===== src/rtl/sbox_sequencer_if.sv =====
// rtl/sbox_sequencer_if.sv - host control/status and generator-side signals of the S-box sequencer
interface sbox_sequencer_if;
  // host side
  logic        start;
  logic        abort;
  logic [31:0] key_x1;
  logic [31:0] key_x2;
  logic [31:0] key_x3;
  logic        busy;
  logic        done;
  logic        sbox_valid;
  logic        error;
  // chaos / S-box generator side
  logic [31:0] x1_initial;
  logic [31:0] x2_initial;
  logic [31:0] x3_initial;
  logic        chaos_reset;
  logic        gen_reset;
  logic        gen_enable_bar;
  logic        gen_ready;

  // sequencer view
  modport slave (
    input  start, abort, key_x1, key_x2, key_x3, gen_ready,
    output busy, done, sbox_valid, error,
    output x1_initial, x2_initial, x3_initial,
    output chaos_reset, gen_reset, gen_enable_bar
  );

  // environment view (host plus generators)
  modport master (
    output start, abort, key_x1, key_x2, key_x3, gen_ready,
    input  busy, done, sbox_valid, error,
    input  x1_initial, x2_initial, x3_initial,
    input  chaos_reset, gen_reset, gen_enable_bar
  );
endinterface


===== src/rtl/sbox_sequencer.sv =====
// rtl/sbox_sequencer.sv - seeds, warms up and drives the chaos-based S-box generator
module sbox_sequencer #(
  parameter int unsigned WARMUP_CYCLES  = 64,
  parameter int unsigned TIMEOUT_CYCLES = 4096
) (
  input  logic             clk,
  input  logic             reset,
  sbox_sequencer_if.slave  bus
);

  // Counter must hold the largest per-state length, including the fixed 2-cycle SEED.
  localparam int unsigned MAX_A     = (WARMUP_CYCLES > TIMEOUT_CYCLES) ? WARMUP_CYCLES : TIMEOUT_CYCLES;
  localparam int unsigned MAX_COUNT = (MAX_A > 2) ? MAX_A : 2;
  localparam int          CW        = $clog2(MAX_COUNT + 1);

  localparam logic [CW-1:0] SEED_LAST    = CW'(2);
  localparam logic [CW-1:0] WARMUP_LAST  = CW'(WARMUP_CYCLES);
  localparam logic [CW-1:0] TIMEOUT_LAST = CW'(TIMEOUT_CYCLES);
  localparam logic [CW-1:0] CNT_ONE      = CW'(1);

  typedef enum logic [2:0] {
    S_IDLE,
    S_SEED,
    S_WARMUP,
    S_GENERATE,
    S_HOLD
  } state_t;

  state_t        state;
  state_t        state_next;
  logic [CW-1:0] cnt;
  logic [CW-1:0] cnt_next;
  logic          accept;
  logic          timeout;

  logic          chaos_reset_q;
  logic          gen_reset_q;
  logic          gen_enable_bar_q;
  logic          busy_q;
  logic          done_q;
  logic          sbox_valid_q;
  logic          error_q;
  logic [31:0]   x1_q;
  logic [31:0]   x2_q;
  logic [31:0]   x3_q;

  logic          chaos_reset_next;
  logic          gen_reset_next;
  logic          gen_enable_bar_next;
  logic          busy_next;
  logic          done_next;
  logic          sbox_valid_next;
  logic          error_next;

  // State register and in-state cycle counter.
  always_ff @(posedge clk or posedge reset) begin
    if (reset) begin
      state <= S_IDLE;
      cnt   <= CNT_ONE;
    end else begin
      state <= state_next;
      cnt   <= cnt_next;
    end
  end

  // Next-state, counter and next-output decode; abort overrides every other transition.
  always_comb begin
    state_next = state;
    cnt_next   = cnt;
    accept     = 1'b0;
    timeout    = 1'b0;

    unique case (state)
      S_IDLE: begin
        if (bus.start) begin
          state_next = S_SEED;
          accept     = 1'b1;
        end
      end
      S_SEED: begin
        if (cnt == SEED_LAST) state_next = S_WARMUP;
      end
      S_WARMUP: begin
        if (cnt == WARMUP_LAST) state_next = S_GENERATE;
      end
      S_GENERATE: begin
        // ready on the final timeout cycle still counts as success
        if (bus.gen_ready) begin
          state_next = S_HOLD;
        end else if (cnt == TIMEOUT_LAST) begin
          state_next = S_IDLE;
          timeout    = 1'b1;
        end
      end
      S_HOLD: begin
        if (bus.start) begin
          state_next = S_SEED;
          accept     = 1'b1;
        end
      end
      default: state_next = S_IDLE;
    endcase

    if (bus.abort) begin
      state_next = S_IDLE;
      accept     = 1'b0;
      timeout    = 1'b0;
    end

    // Counter restarts at 1 on every state entry and only advances in timed states,
    // so it never exceeds the longest state length and cannot wrap.
    if (state_next != state) begin
      cnt_next = CNT_ONE;
    end else if (state == S_SEED || state == S_WARMUP || state == S_GENERATE) begin
      cnt_next = cnt + CNT_ONE;
    end

    // Outputs are registered from the state being entered so they line up with it.
    chaos_reset_next    = (state_next == S_IDLE) || (state_next == S_SEED);
    gen_reset_next      = (state_next == S_IDLE) || (state_next == S_SEED);
    gen_enable_bar_next = (state_next != S_GENERATE);
    busy_next           = (state_next == S_SEED) || (state_next == S_WARMUP) ||
                          (state_next == S_GENERATE);
    sbox_valid_next     = (state_next == S_HOLD);
    done_next           = (state == S_GENERATE) && (state_next == S_HOLD);

    error_next = error_q;
    if (accept) begin
      error_next = 1'b0;
    end else if (timeout) begin
      error_next = 1'b1;
    end
  end

  // Registered status and generator control outputs.
  always_ff @(posedge clk or posedge reset) begin
    if (reset) begin
      chaos_reset_q    <= 1'b1;
      gen_reset_q      <= 1'b1;
      gen_enable_bar_q <= 1'b1;
      busy_q           <= 1'b0;
      done_q           <= 1'b0;
      sbox_valid_q     <= 1'b0;
      error_q          <= 1'b0;
    end else begin
      chaos_reset_q    <= chaos_reset_next;
      gen_reset_q      <= gen_reset_next;
      gen_enable_bar_q <= gen_enable_bar_next;
      busy_q           <= busy_next;
      done_q           <= done_next;
      sbox_valid_q     <= sbox_valid_next;
      error_q          <= error_next;
    end
  end

  // Seed registers capture the keys only when a start is accepted.
  always_ff @(posedge clk or posedge reset) begin
    if (reset) begin
      x1_q <= 32'h0;
      x2_q <= 32'h0;
      x3_q <= 32'h0;
    end else if (accept) begin
      x1_q <= bus.key_x1;
      x2_q <= bus.key_x2;
      x3_q <= bus.key_x3;
    end
  end

  assign bus.chaos_reset    = chaos_reset_q;
  assign bus.gen_reset      = gen_reset_q;
  assign bus.gen_enable_bar = gen_enable_bar_q;
  assign bus.busy           = busy_q;
  assign bus.done           = done_q;
  assign bus.sbox_valid     = sbox_valid_q;
  assign bus.error          = error_q;
  assign bus.x1_initial     = x1_q;
  assign bus.x2_initial     = x2_q;
  assign bus.x3_initial     = x3_q;

endmodule


===== src/flat_wrapper.sv =====
// flat-port wrapper written by rule: the top's interface ports become plain ports
module sbox_sequencer_flat 
#(
  parameter int unsigned WARMUP_CYCLES  = 64,
  parameter int unsigned TIMEOUT_CYCLES = 4096
)
  (clk, reset, bus_start, bus_abort, bus_key_x1, bus_key_x2, bus_key_x3, bus_gen_ready, bus_busy, bus_done, bus_sbox_valid, bus_error, bus_x1_initial, bus_x2_initial, bus_x3_initial, bus_chaos_reset, bus_gen_reset, bus_gen_enable_bar);
  sbox_sequencer_if bus_i ();
  input  logic clk;
  input  logic reset;
  input wire logic [$bits(bus_i.start)-1:0] bus_start;
  input wire logic [$bits(bus_i.abort)-1:0] bus_abort;
  input wire logic [$bits(bus_i.key_x1)-1:0] bus_key_x1;
  input wire logic [$bits(bus_i.key_x2)-1:0] bus_key_x2;
  input wire logic [$bits(bus_i.key_x3)-1:0] bus_key_x3;
  input wire logic [$bits(bus_i.gen_ready)-1:0] bus_gen_ready;
  output wire logic [$bits(bus_i.busy)-1:0] bus_busy;
  output wire logic [$bits(bus_i.done)-1:0] bus_done;
  output wire logic [$bits(bus_i.sbox_valid)-1:0] bus_sbox_valid;
  output wire logic [$bits(bus_i.error)-1:0] bus_error;
  output wire logic [$bits(bus_i.x1_initial)-1:0] bus_x1_initial;
  output wire logic [$bits(bus_i.x2_initial)-1:0] bus_x2_initial;
  output wire logic [$bits(bus_i.x3_initial)-1:0] bus_x3_initial;
  output wire logic [$bits(bus_i.chaos_reset)-1:0] bus_chaos_reset;
  output wire logic [$bits(bus_i.gen_reset)-1:0] bus_gen_reset;
  output wire logic [$bits(bus_i.gen_enable_bar)-1:0] bus_gen_enable_bar;
  assign bus_i.start = bus_start;
  assign bus_i.abort = bus_abort;
  assign bus_i.key_x1 = bus_key_x1;
  assign bus_i.key_x2 = bus_key_x2;
  assign bus_i.key_x3 = bus_key_x3;
  assign bus_i.gen_ready = bus_gen_ready;
  assign bus_busy = bus_i.busy;
  assign bus_done = bus_i.done;
  assign bus_sbox_valid = bus_i.sbox_valid;
  assign bus_error = bus_i.error;
  assign bus_x1_initial = bus_i.x1_initial;
  assign bus_x2_initial = bus_i.x2_initial;
  assign bus_x3_initial = bus_i.x3_initial;
  assign bus_chaos_reset = bus_i.chaos_reset;
  assign bus_gen_reset = bus_i.gen_reset;
  assign bus_gen_enable_bar = bus_i.gen_enable_bar;
  sbox_sequencer #(.WARMUP_CYCLES(WARMUP_CYCLES), .TIMEOUT_CYCLES(TIMEOUT_CYCLES)) u_core (.clk(clk), .reset(reset), .bus(bus_i));
endmodule

===== config.mk =====
export PLATFORM = sky130hd
export DESIGN_NAME = sbox_sequencer_flat
export DESIGN_NICKNAME = d
export VERILOG_FILES = /design/src/rtl/sbox_sequencer_if.sv /design/src/rtl/sbox_sequencer.sv /design/src/flat_wrapper.sv
export SDC_FILE = /design/constraint.sdc
export NUM_CORES = 1
export LEC_CHECK = 0
export ABC_AREA = 1
export CORE_MARGIN = 4
export CORE_UTILIZATION = 55
export CTS_CLUSTER_SIZE = 12
export DETAILED_ROUTE_END_ITERATION = 6
export DONT_BUFFER_PORTS = 1
export HOLD_SLACK_MARGIN = 0.06
export PLACE_DENSITY = 0.72
export REMOVE_ABC_BUFFERS = 1
export SYNTH_ARGS = -nofsm -noshare
export SYNTH_HDL_FRONTEND = slang
export SYNTH_SLANG_ARGS = --single-unit

===== constraint.sdc =====
create_clock -name clk -period 3.9 [get_ports clk]
set_clock_uncertainty 0.2 [all_clocks]
set_input_delay 0.585 -clock clk [delete_from_list [all_inputs] [get_ports clk]]
set_output_delay 0.585 -clock clk [all_outputs]
set_load 0.01 [all_outputs]

### After elaboration in Yosys (flattened, before gate mapping)

Index checks and enable logic that the tools add are counted.

| storage, ports and cells | value |
|---|---|
| register bits | 118 |
| latch bits | 0 |
| bits in writable memories | 0 |
| ROM bits | 0 |
| bits of input ports | 101 |
| logic and storage cells | 54 |
| memories kept | 0 |

| operators by class | value |
|---|---|
| $add $sub $neg | 1 |
| $mul | 0 |
| divide/modulo/power cells | 0 |
| $lt $le $gt $ge | 0 |
| eq/ne operators | 13 |
| shifts and indexed selects | 0 |
| muxes and demuxes | 18 |
| bitwise gates (word level) | 0 |
| reductions and logical operators | 11 |

Operator list:

| cell | count |
|---|---|
| $mux 13 | 2 |
| $mux 3 | 6 |
| $add 13x1->13 const B | 1 |
| $eq 13x13->1 const B | 1 |
| $eq 13x2->1 const B | 1 |
| $eq 13x7->1 const B | 1 |
| $eq 3x2->1 const B | 4 |
| $pmux 3 s4 | 1 |
| $mux 1 | 9 |
| $eq 3x1->1 const B | 2 |
| $eq 3x3->1 const B | 2 |
| $logic_not 3->1 | 2 |
| $logic_or 1x1->1 | 5 |
| $reduce_bool 2->1 | 2 |
| $ne 3x2->1 const B | 1 |
| $ne 3x3->1 | 1 |
| $reduce_or 2->1 | 1 |
| $logic_and 1x1->1 | 1 |

### Logic depth before layout (Yosys ltp)

| logic depth | value |
|---|---|
| depth in word-level cells | 8 |
| mapped depth | 15 |
| gate-level depth less buffers | 14 |

### Least setup slack after synthesis

Ideal clock, no wire load.

| path | value |
|---|---|
| path type | reg-to-reg |
| start | register u_core.cnt[0] |
| end | register u_core.cnt[7] |
| setup time | 0.120 ns |
| arrival | 1.537 ns |
| slack | 2.043 ns |
| cell stages (with the launch flop) | 16 |
| path buffers | 1 |
| cells stage by stage | dfstp_2 -> inv_1 -> ha_1 -> nand2_1 -> nor2_1 -> nand2_1 -> nand2_1 -> nand2_1 -> inv_1 -> nand2_1 -> nand2_2 -> nand2_1 -> nand2_1 -> nand2_2 -> buf_6 -> nor2_1 |

| between the ends | value |
|---|---|
| word-level cells in the longest chain between the ends | 7 |
| elaborated cells between the ends (all ways) | 14 |
| those cells by class | 1 x add/sub; 4 x eq/ne; 8 x mux; 1 x reduce/logical |

RTL lines:

| item | RTL line | text |
|---|---|---|
| start: declaration | sbox_sequencer.sv:31 | `logic [CW-1:0] cnt;` |
| start signal: assignment | sbox_sequencer.sv:62 | `cnt <= cnt_next;` |
| $eq 13x13->1 | sbox_sequencer.sv:90 | `end else if (cnt == TIMEOUT_LAST) begin` |
| $mux 3 | sbox_sequencer.sv:90 |  |
| $mux 3 | sbox_sequencer.sv:88 | `if (bus.gen_ready) begin` |
| $pmux 3 s4 | sbox_sequencer.sv:73 | `unique case (state)` |
| $mux 3 | sbox_sequencer.sv:104 | `if (bus.abort) begin` |
| $ne 3x3->1 | sbox_sequencer.sv:112 | `if (state_next != state) begin` |
| $mux 13 or $reduce_bool 2->1 (tied branches) | -- |  |

Parallel ways exist; a longest one is shown, timed or not. The select of a mux whose other input is x is not followed.
A chain may end at the register's enable or synchronous reset.

### Worst setup path after layout

| path | value |
|---|---|
| start | register u_core.state[1] |
| end | register u_core.x1_q[24], in the netlist u_core.bus.x1_initial[24] |

| between the ends | value |
|---|---|
| word-level cells in the longest chain between the ends | 4 |
| elaborated cells between the ends (all ways) | 5 |
| those cells by class | 1 x eq/ne; 2 x mux; 2 x reduce/logical |

RTL lines:

| item | RTL line | text |
|---|---|---|
| start: declaration | sbox_sequencer.sv:29 | `state_t state;` |
| start signal: assignment | sbox_sequencer.sv:61 | `state <= state_next;` |
| $eq 3x3->1 or $logic_not 3->1 (tied branches) | sbox_sequencer.sv:73 |  |
| $reduce_or 2->1 (no line) * | -- |  |
| $mux 1 * | -- |  |
| $mux 1 * | sbox_sequencer.sv:104 |  |
| end signal: assignment | sbox_sequencer.sv:163 | `x1_q <= bus.key_x1;` |
| end: declaration | sbox_sequencer.sv:43 | `logic [31:0] x1_q;` |

Mark *: on every way between the ends. The rest lies on a longest branch, timed or not.

==> key figures <==
Yosys
  • Synthesized area: 4800 um2
  • Synth top cells by count: nand2_1, dfrtp_1, nor2_1
  • EDFF count, synth: 0
  • Ys Warns: 0
  • Top-area cell type share of the netlist area: 0.600
  • Most used DFF post-synth: dfrtp_1
  • Area leader, netlist: dfrtp_1
  • Top-count cell post-synth: nand2_1
  • Synth cell types: 25
  • Cells after Synth: 560
  • Ys async rst share: 1.00
  • Number of synthesized register bits: 118
  • Post-Syn Area per Cell: 8.57 um2
  • Post-synthesis sequential area ratio: 0.616
  • Ranking of synthesized cells by area: dfrtp_1, nand2_1, nor2_1, xor2_1, dfstp_2

Pwr
  • Static leakage: 0.00333 uW
  • VDD IR-drop max: 0.345 mV
  • Total chip power: 3690 uW
  • Pwr Density: 575 nW/um2

Critical path
  • Reg2reg path depth: 8
  • Worst Path Max Fanout: 97
  • CP Data Required Time: 4.13 ns
  • Critical R2R Launch: u_core.state[1]$_DFF_PP0_
  • Startpoint types: register
  • Critical Path AT: 2.54 ns
  • CP Cell Sequence: nor2_2 -> inv_1 -> nor2_1 -> inv_1 -> nor2_4 -> buf_4 -> nand2_1 -> nand2_1
  • Worst setup path class: reg -> reg
  • R2R Setup Slk: 1.59 ns
  • Worst R2R End: u_core.bus.x1_initial[24]$_DFFE_PP0P_
  • Crit path max-delay cell type: buf_4
  • Crit. End Element: register
  • Crit-path max cell delay: 0.69 ns

Worst hold path
  • Hold endpoint: u_core.bus.sbox_valid$_DFF_PP0_
  • Worst Min Path Start: bus_gen_ready
  • WHS Path Cells: 2
  • HP Class: in -> reg

Timing
  • Fin. Hold Viols: 0
  • Fmax: 0.432 GHz
  • Tightest Pin Transition: 0.943 ns
  • Final worst path period share: 0.593
  • Slew Viols, Final: 0
  • Post-Route Setup TNS: 0 ns
  • Setup Viol. Count Final: 0
  • Headroom to the max-slew limit: 0.371
  • Hold WS: 0.125 ns
  • Period minus WS final: 2.31 ns
  • RSZ-0062 raised after global routing: no

Finish
  • Nets: 761
  • Final instance area: 6430 um2
  • Synthesis-to-finish area growth: 34.0%
  • Ant. Diodes: 0
  • Layout cell share with drive strength beyond 1: 0.0672
  • Fin cells: 775

Clock network
  • Clock transition at path regs: 0.06 ns
  • Root Driver: clkbuf_8
  • CTS tree: built
  • Htree depth: 4
  • Clock Tree Buf Depth: 2
  • Latest clock arrival within the worst-skew pair: 0.50 ns
  • CTS Sinks: 118
  • CTS buffer count: 17
  • Setup bufs post-CTS: 0

Placed design
  • Dpl cells: 645
  • Port bufs: 0
  • Final Wtd Congestion: 0.875
  • DP Area: 4870 um2
  • Dpl hpwl: 7.61 mm

Floorplanning
  • Die area: 10300 um2
  • Num rows: 33
  • Core Box Area: 8340 um2
  • Die H: 101 um
  • Initial Utilization: 0.575
  • Die Span X: 101 um
  • I/O Pins: 204

Global routing
  • Antenna violations before repair: 0
  • First-pass GRT wire length: 22.3 mm
  • Vias in the first global route: 4364
  • Met2 Usage GRT: 0.480
  • GR met3 Demand/Resource: 0.102
  • Met1 Use GR: 0.325
  • Total gr overflow: 0
  • All-Layer GR Usage: 0.284
  • Largest net degree at the start of global routing: 98
  • GRT busiest layer: met2

Route
  • Residual DRC: 0
  • Post-DRT Antenna Nets: 0
  • Drt wl/cell: 18.0 um
  • Routed vias: 4150
  • Iter 0 DRT Violations: 305
  • Total wire length: 14.0 mm
  • Via density: 5.35
  • Initial DRT Pass Iterations: 5

Job
  • Max-cap violations: 0

Status
  • Status: complete, no violations
## through the flow
stage	util	worst slack, ns
2_1_floorplan	-	-0.00915
3_3_place_gp	0.584	1.75
3_5_place_dp	0.584	1.72
4_1_cts	0.771	1.69
5_1_grt	0.771	1.42
6_report	0.771	1.59
## sequential cells by signal, summed over array words and instances, names as in the netlist
| register | count |
|---|---|
| u_core.bus.x3_initial | 32 |
| u_core.bus.error | 1 |
| u_core.bus.busy | 1 |
| u_core.bus.x1_initial | 32 |
| u_core.bus.gen_enable_bar | 1 |
| u_core.cnt | 13 |
| u_core.state | 3 |
| u_core.bus.done | 1 |
| u_core.bus.chaos_reset | 1 |
| u_core.bus.x2_initial | 32 |
| u_core.bus.sbox_valid | 1 |
## worst max-delay path, delay by kind of cell, from the launching register on
| family | cells | cell delay, ns |
|---|---|---|
| simple gates | 5 | 0.70 |
| buf+inv | 3 | 0.84 |
| flops | 1 | 0.44 |
## placed cells by master, fill, tap and decap left out, types with 2 or more instances in the layout
master	netlist	layout
nand2_1	315	315
dfrtp_1	115	115
dlygate4sd3_1	0	98
nor2_1	35	35
inv_1	19	18
clkbuf_16	0	16
nand3_1	14	14
xor2_1	11	11
clkbuf_8	0	5
nor2_2	4	4
a21oi_1	4	4
nand4_1	3	3
ha_1	3	3
clkbuf_1	9	3
clkinv_2	0	3
dfstp_2	3	3
nor3_1	2	2
nand2_2	2	2
clkinvlp_4	0	2
bufinv_16	0	2
buf_12	0	2
## repair_timing
item,4_1_cts,5_1_grt
hold buffers,98,0
gates resized for setup,0,0
endpoints found under the hold margin,156,0
## kinds of logic after synthesis
family | share of synthesized area
compound gates | 0.00783
xor+xnor | 0.0219
simple gates | 0.308
buf+inv | 0.0386
fa+ha+maj | 0.00783
flops | 0.616
## final cells by class
class,instances,area [um2]
clock buffers,24,480
clock inverters,8,98.8
fillers,492,1910
inverters,20,77.6
multi-input cells,399,1660
flip-flops and latches,118,2960
well taps,105,131
repair buffers,101,1030
## where the power goes
part	internal [uW]	switching (uW)	leakage [uW]
combinational	180	265	0.00156
clock	974	540	0.000281
sequential	1440	295	0.00149
total	2590	1100	0.00333
## worst max path at each step
stage	start	endpoint	slack, ns
finish	u_core.state[1]$_DFF_PP0_	u_core.bus.x1_initial[24]$_DFFE_PP0P_	1.59
global route	u_core.state[1]$_DFF_PP0_	u_core.bus.x1_initial[24]$_DFFE_PP0P_	1.42
detailed placement	bus_start	u_core.bus.x2_initial[28]$_DFFE_PP0P_	1.72
floorplan	reset	u_core.bus.busy$_DFF_PP0_	-0.009
global placement	bus_start	u_core.bus.error$_DFFE_PP0P_	1.75
CTS	u_core.state[1]$_DFF_PP0_	u_core.bus.x3_initial[18]$_DFFE_PP0P_	1.69
## metal layers
layer  part of all wire  up-vias  wire length (um)
li1                   -     1887                 -
met1               0.36     1976              4980
met2               0.53      241              7390
met3              0.080       46              1110
met4              0.036        0               498
met5                  0        -                 0
No activity file was read; power rests on OpenSTA's default activity.
